## src/rtl/seg7_pkg.sv

```systemverilog
// seg7_pkg: shared scan FSM states and active-low hex segment table
package seg7_pkg;
  typedef enum logic [1:0] {IDLE, BLANK, DRIVE} scan_state_t;
  localparam logic [6:0] SEG_OFF = 7'h7F;
  localparam logic [15:0][6:0] HEX_SEG = {
    7'h0E, 7'h06, 7'h21, 7'h46, 7'h03, 7'h08, 7'h10, 7'h00,
    7'h78, 7'h02, 7'h12, 7'h19, 7'h30, 7'h24, 7'h79, 7'h40
  };
endpackage

```

## src/rtl/hex_to_seg7.sv

```systemverilog
// hex_to_seg7: combinational nibble to active-low {g,f,e,d,c,b,a} decoder
module hex_to_seg7
  import seg7_pkg::*;
(
  input  logic [3:0] nib_i,
  output logic [6:0] seg_o
);
  assign seg_o = HEX_SEG[nib_i];
endmodule

```

## src/rtl/module_seg7_scan.sv

```systemverilog
// module_seg7_scan: multiplexed common-anode display scanner with anti-ghost gap and frame-coherent data
module module_seg7_scan
  import seg7_pkg::*;
#(
  parameter int N_DIGITS     = 4,
  parameter int BLANK_CYCLES = 16
) (
  input  logic                    clk,
  input  logic                    rst,
  input  logic                    scan_toggle,
  input  logic [4*N_DIGITS-1:0]   data_in,
  input  logic [N_DIGITS-1:0]     dp_in,
  input  logic                    data_valid,
  input  logic                    blank_lz,
  output logic [N_DIGITS-1:0]     an_o,
  output logic [6:0]              seg_o,
  output logic                    dp_o
);
  localparam int IW = $clog2(N_DIGITS);
  localparam int CW = BLANK_CYCLES > 1 ? $clog2(BLANK_CYCLES) : 1;
  scan_state_t state_q, state_d;
  logic [IW-1:0] idx_q, idx_d;
  logic [CW-1:0] cnt_q, cnt_d;
  logic tog_q;
  logic [4*N_DIGITS-1:0] shadow_q, shadow_d, disp_q, disp_d;
  logic [N_DIGITS-1:0] sdp_q, sdp_d, ddp_q, ddp_d, an_q, an_d;
  logic pend_q, pend_d;
  logic [6:0] seg_q, seg_d, dec;
  logic dp_q, dp_d;
  logic scan_edge, commit, wrap, lz;
  logic [3:0] nib;

  hex_to_seg7 u_dec (.nib_i(nib), .seg_o(dec));

  // scan sequencing: edges start or advance a digit, edges during the gap are dropped
  always_comb begin
    scan_edge = scan_toggle ^ tog_q;
    wrap = idx_q == IW'(N_DIGITS - 1);
    state_d = state_q;
    idx_d = idx_q;
    cnt_d = cnt_q;
    commit = 1'b0;
    if (state_q == IDLE && scan_edge) begin
      state_d = BLANK;
      cnt_d = '0;
      commit = 1'b1;
    end else if (state_q == BLANK) begin
      state_d = cnt_q == CW'(BLANK_CYCLES - 1) ? DRIVE : BLANK;
      cnt_d = cnt_q + 1'b1;
    end else if (state_q == DRIVE && scan_edge) begin
      state_d = BLANK;
      cnt_d = '0;
      idx_d = wrap ? '0 : idx_q + 1'b1;
      commit = wrap;
    end
  end

  // shadow capture and frame-boundary commit; a load coinciding with commit bypasses the shadow
  always_comb begin
    shadow_d = data_valid ? data_in : shadow_q;
    sdp_d = data_valid ? dp_in : sdp_q;
    pend_d = commit ? 1'b0 : (data_valid | pend_q);
    disp_d = commit ? (data_valid ? data_in : shadow_q) : disp_q;
    ddp_d = commit ? (data_valid ? dp_in : sdp_q) : ddp_q;
  end

  // output drive for the next cycle, with leading-zero suppression above digit 0
  always_comb begin
    lz = 1'b1;
    for (int j = 0; j < N_DIGITS; j++)
      if (j >= int'(idx_q) && disp_q[4*j +: 4] != 4'h0) lz = 1'b0;
    nib = disp_q[4*idx_q +: 4];
    an_d = state_d == DRIVE ? ~(N_DIGITS'(1) << idx_q) : '1;
    seg_d = (state_d == DRIVE && !(blank_lz && idx_q != '0 && lz)) ? dec : SEG_OFF;
    dp_d = state_d == DRIVE ? ~ddp_q[idx_q] : 1'b1;
  end

  // state and registered outputs
  always_ff @(posedge clk) begin
    if (rst) begin
      state_q  <= IDLE;
      idx_q    <= '0;
      cnt_q    <= '0;
      tog_q    <= 1'b0;
      shadow_q <= '0;
      sdp_q    <= '0;
      disp_q   <= '0;
      ddp_q    <= '0;
      pend_q   <= 1'b0;
      an_q     <= '1;
      seg_q    <= SEG_OFF;
      dp_q     <= 1'b1;
    end else begin
      state_q  <= state_d;
      idx_q    <= idx_d;
      cnt_q    <= cnt_d;
      tog_q    <= scan_toggle;
      shadow_q <= shadow_d;
      sdp_q    <= sdp_d;
      disp_q   <= disp_d;
      ddp_q    <= ddp_d;
      pend_q   <= pend_d;
      an_q     <= an_d;
      seg_q    <= seg_d;
      dp_q     <= dp_d;
    end
  end

  assign an_o = an_q;
  assign seg_o = seg_q;
  assign dp_o = dp_q;
endmodule
```

## config.mk

```make
export PLATFORM = sky130hd
export DESIGN_NAME = module_seg7_scan
export DESIGN_NICKNAME = d
export VERILOG_FILES = /design/src/rtl/seg7_pkg.sv /design/src/rtl/hex_to_seg7.sv /design/src/rtl/module_seg7_scan.sv
export SDC_FILE = /design/constraint.sdc
export NUM_CORES = 1
export LEC_CHECK = 0
export BUFFER_PORTS_ARGS = -buffer_cell sky130_fd_sc_hd__buf_2
export CELL_PAD_IN_SITES_DETAIL_PLACEMENT = 0
export CELL_PAD_IN_SITES_GLOBAL_PLACEMENT = 1
export CORE_MARGIN = 5
export CORE_UTILIZATION = 50
export CTS_BUF_LIST = sky130_fd_sc_hd__clkbuf_4
export DETAILED_ROUTE_END_ITERATION = 8
export PLACE_DENSITY_LB_ADDON = 0.1
export SYNTH_ARGS = -nofsm -noshare
export SYNTH_HDL_FRONTEND = slang
export SYNTH_HIERARCHICAL = 1
export SYNTH_SLANG_ARGS = --single-unit
```

## constraint.sdc

```tcl
create_clock -name clk -period 3.3 [get_ports clk]
set_input_delay 0.33 -clock clk [delete_from_list [all_inputs] [get_ports clk]]
set_output_delay 0.33 -clock clk [all_outputs]
set_load 0.05 [all_outputs]
```

# Word-level counts from Yosys, hierarchy flattened
# Memories as Yosys holds them, arrays and structs flattened. A register that Yosys moved wholly into a read port is not among the register bits.
# Index checks and enable logic that the tools add are counted.
dict set report totals {
  ff_bits 54
  wordCells 69
  n_memories 1
  output_inout_bits 12
  mem_bits_ro 112
}
# name depth width read_ports rd_ports_with_merged_regs wr line
set memory_table {}
lappend memory_table {{(no name shown)} 16 7 1 1 0 hex_to_seg7.sv:8} ;# assign seg_o = HEX_SEG[nib_i];
dict set report classes {
  n_eq_ne 5
  muxes 18
  n_shift 2
  add_sub_neg 2
  bitwise_logic 7
  n_lt_le_gt_ge 4
  reduce_logical 20
}
# op count
set ops {}
lappend ops {{$mux W16} 1}
lappend ops {{$reduce_bool A4 Y1} 4}
lappend ops {{$shiftx A16 B5 Y4} 1}
lappend ops {{$mux W4} 3}
lappend ops {{$mux W2} 5}
lappend ops {{$logic_and A1 B1 Y1} 8}
lappend ops {{$mux W1} 8}
lappend ops {{$eq A2 B2 Y1 const B} 3}
lappend ops {{$reduce_or A2 Y1} 3}
lappend ops {{$not A1 Y1} 5}
lappend ops {{$add A4 B1 Y4 const B} 1}
lappend ops {{$eq A4 B4 Y1 const B} 1}
lappend ops {{$ge A1 B2 Y1 const A} 2}
lappend ops {{$not A4 Y4} 1}
lappend ops {{$reduce_bool A2 Y1} 2}
lappend ops {{$shl A1 B2 Y4 const A} 1}
lappend ops {{$lt A2 B3 Y1 const B} 1}
lappend ops {{$reduce_and A3 Y1} 1}
lappend ops {{$add A2 B1 Y2 const B} 1}
lappend ops {{$bmux W1 S2} 1}
lappend ops {{$eq A2 B1 Y1 const B} 1}
lappend ops {{$ge A2 B2 Y1 const A} 1}
lappend ops {{$logic_not A2 Y1} 1}
lappend ops {{$logic_not A1 Y1} 1}
lappend ops {{$xor A1 B1 Y1} 1}

# Depth between registers and ports, before layout
dict set report depth {
  word_depth 11
  mapped_depth 9
  ltp_nobuf 8
}

# Modules after synthesis
# The synthesis kept the hierarchy.
# module seq_area_each_um2 cells_each area_each_um2 instances
set modules_own_cells {}
lappend modules_own_cells {module_seg7_scan 1221.2 227 2491.1 1}
lappend modules_own_cells {hex_to_seg7 0.0 35 271.5 1}

# Worst setup path before layout
# Ideal clock, no wire load.
dict set report synth_timing {
  path_type {register -> register}
  start {reg idx_q[0]}
  end {reg seg_q[0], in the netlist seg_o[0]}
  setup_time_ns 0.145
  arrival_time_ns 1.882
  path_slack_ns 1.273
  path_stages_with_launch 9
  cell_sequence {dfxtp_1 buf_2 mux4_2 ha_1 or2b_1 o211ai_1 o21ai_1 inv_1 o211ai_1}
}
dict set report synth_via {
  elab_cells_between_ends 18
}
# item line
set synth_rtl {}
lappend synth_rtl {{start, declared} module_seg7_scan.sv:22} ;# logic [IW-1:0] idx_q, idx_d;
lappend synth_rtl {{start signal, assigned} module_seg7_scan.sv:95} ;# idx_q <= idx_d;
lappend synth_rtl {{$shiftx A16 B5 Y4} module_seg7_scan.sv:72} ;# nib = disp_q[4*idx_q +: 4];
lappend synth_rtl {{net nib[0]} module_seg7_scan.sv:31} ;# logic [3:0] nib;
lappend synth_rtl {{end, declared} module_seg7_scan.sv:28} ;# logic [6:0] seg_q, seg_d, dec;
# The timed path passes the listed nets, and every way through them passes these cells.
# A chain may end at the register's enable or synchronous reset.

# Worst setup path in the final report
dict set report layout_timing {
  start {reg idx_q[0]}
  end {reg seg_q[3], in the netlist seg_o[3]}
}
# The elaborated chain is that of the path after synthesis.

==> impl_metrics.toml <==
[power_and_ir_drop]
swShare = 0.2556
switchingPower_mw = 0.3747
clockPowerShare = 0.333
comb_power_share = 0.126
ir_drop_mv = 0.3001
seqPwrFrac = 0.541
p_leak_nw = 1.289
internal_power_mw = 1.091
p_per_area_nw_per_um2 = 476.5

[setup_path]
critPathArrivalTime_ns = 2.47
critPathRequiredTime_ns = 3.55
worst_setup_path_start_kind = "register"
worstSetupEndpointType = "register"
crit_slowest_cell = "dfxtp_1"
worst-path-buf-inv = 1
crit_chain = "mux4_2, ha_1, or2_1, a21oi_1, a31oi_1, inv_1, o211ai_1"
slowest_delay_ns = 0.64
critical_path_class = "register to register"
crit_path_max_fanout = 11
critPathTopFamily = "flip-flops"

[run]
drv_cap = 0

[clocking]
clock_latency_ns = 0.39
cts_made_buffers = 9
clock_sinks = 61
ctsHoldBuffers = 0
cts_setup_buffers = 0
clk_pin_slew_worst_paths_ns = 0.10
cts.path.max_buffers = 2
ctsResizeCount = 0
htreeDepth = 3
cts_tree = "built"
cts_root_buf = "clkbuf_4"

[routing]
wl_per_cell_um = 12.67
via_per_inst = 5.059
routed_wl_um = 4714
ant_nets = 0
vias = 1882
first_pass_iters = 4
drc = 0
dr.first_iter.drc_count = 47

[synthesis]
syn_inst = 262
synth_cell_types = 42
ys_seq_area_frac = 0.4420
syn_nets = 300
syn_area_um2 = 2763
synth_area_per_cell_um2 = 10.54
yosysWarningCount = 6
ys_ff_latch = 61

[floorplanning]
coreArea_um2 = 5439
io_pins = 37
start_util = 0.5079
die_w_um = 84.33
dieHeight_um = 84.33
die_area_um2 = 7112
num_rows = 27

[layout]
finalNonFillerCells = 372
drive_gt1_frac = 0.2833
area_delta_synth_final_pct = 11.37
fin_nets = 334
diodes = 0
fill_cells = 522

[grt]
antenna_found_initial = 0
grt_usage = 0.1436
grt_pass1_vias = 1760
grt_max_degree = 52
gr-total-overflow = 0
grt_pass1_wl_um = 8155

[sta]
tightest_slew_ns = 0.8594
slew_violations = 0
period_share = 0.6705
fin_setup_tns_ns = 0
setup_slack_ns = 1.087
setup_viol = 0
fin_skew_ns = 0.01151
rsz0062_at_grt = "false"
timing.fmax_mhz = 452.0
fin_crit_ns = 2.213
hold_viol = 0
slew_headroom = 0.4271

[placed_design]
place_congestion = 0.7813
dp.cells = 357
dp_slack_ns = 1.099
post-dp-hpwl_um = 3341
port_buffers = 36

[min_path]
min_path_type = "primary input to register"

[outcome]
outcome = "completed"
## state kept, by name (all words and copies together) (netlist names)
register	flops
shadow_q	16
disp_q	16
sdp_q	4
cnt_q	4
dp_o	1
tog_q	1
an_o	4
seg_o	7
ddp_q	4
idx_q	2
state_q	2
## cell families after synthesis
group	synth area share
muxes	0.2074
AOI/OAI and AO/OA	0.07925
adders and majority gates	0.05888
buffers and inverters	0.05571
xor gates and xnor gates	0.01540
DFF	0.4420
and+or+nand+nor	0.1413
## per-stage QoR
step	cell area (um^2)	power, mW	utilization	hold slack, ns
global route	3077	1.555	0.5657	0.1939
floorplan	2763	0.9582	-	0.4582
detailed placement	2949	0.9967	0.5422	0.4997
finish	3077	1.466	0.5657	0.2169
CTS	3077	1.493	0.5657	0.1825
global placement	2949	0.9958	0.5422	0.4960
## layout by cell type, fill, tap and decap left out, types with 2 or more instances in the layout
| cell | instances |
|---|---|
| o21ai_1 | 2 |
| ha_1 | 13 |
| nand3_1 | 3 |
| xor2_1 | 2 |
| nor2b_1 | 22 |
| o211ai_1 | 8 |
| a21oi_1 | 5 |
| nand3b_1 | 2 |
| mux4_2 | 5 |
| buf_2 | 36 |
| o21a_1 | 2 |
| o31ai_1 | 2 |
| buf_4 | 2 |
| inv_1 | 13 |
| nor4_1 | 3 |
| nor3_1 | 3 |
| mux2i_1 | 22 |
| nand2_1 | 11 |
| o22ai_1 | 2 |
| o21ai_0 | 5 |
| mux2_2 | 20 |
| clkbuf_4 | 10 |
| nor2_1 | 22 |
| nand4_1 | 3 |
| clkinv_2 | 3 |
| dfxtp_1 | 61 |
## worst paths after layout
check	start	to	slack [ns]	cells after the start
setup / recovery	idx_q[0]	seg_o[3]	1.09	7
hold / removal	data_in[2]	shadow_q[2]	0.22	3
setup reg to reg	idx_q[0]	seg_o[3]	1.09	7
hold reg to reg	shadow_q[2]	shadow_q[2]	0.51	2
## power groups by stage
stage	clock network, mW	registers (mW)	logic, mW
5_1_grt	0.549	0.797	0.209
6_report	0.489	0.793	0.185
4_1_cts	0.512	0.793	0.188
3_3_place_gp	0	0.809	0.186
2_1_floorplan	0	0.800	0.158
3_5_place_dp	0	0.810	0.187
## worst reg2reg max path, delay by kind of cell (launching register included)
| family | cells | cell delay [ns] |
|---|---|---|
| DFF | 1 | 0.64 |
| muxes | 1 | 0.65 |
| and+or+nand+nor | 1 | 0.23 |
| AOI/OAI and AO/OA | 3 | 0.27 |
| buffers and inverters | 1 | 0.06 |
| adders and majority gates | 1 | 0.24 |
## cell usage after synthesis (all sizes together)
master	number	area [um^2]
or2	1	6.260
xor2	3	33.79
nand3	3	15.01
buf	10	80.07
nand2b	1	6.260
o21a	2	15.01
o211ai	9	72.57
a21oi	5	25.02
or3b	1	8.760
nor2	22	82.58
o31ai	2	15.01
or3	1	6.260
nor4	3	18.77
o21ai	8	43.79
dfxtp	61	1221
nor2b	22	137.6
inv	14	55.06
a211oi	1	7.510
mux4	5	112.6
o22ai	3	25.02
mux2	21	240.2
o32ai	1	8.760
nor3	3	15.01
or2b	1	7.510
nand3b	2	15.01
ha	13	162.7
nand2	12	52.55
xnor2	1	8.760
a31oi	1	6.260
mux2i	22	220.2
clkbuf	5	18.77
nand4	3	18.77
## area by class of cell
class | instances | area, um^2 | share of cell area
tap | 72 | 90.09 | 0.02928
clock inverter | 5 | 52.55 | 0.01708
clock buffer | 10 | 75.07 | 0.02440
sequential | 61 | 1221 | 0.3969
inverter | 14 | 55.05 | 0.01789
multi-input combinational | 172 | 1388 | 0.4510
timing repair buffer | 38 | 195.2 | 0.06344
## layer usage
| layer | vias to the layer above | global-route usage | wire (um) |
|---|---|---|---|
| li1 | 976 | - | - |
| met1 | 870 | 0.1838 | 2320 |
| met2 | 34 | 0.2131 | 2140 |
| met3 | 2 | 0.05790 | 217 |
| met4 | 0 | 0.06475 | 36 |
| met5 | - | 0 | 0 |
Note: power is estimated with default switching activity, not from simulation.
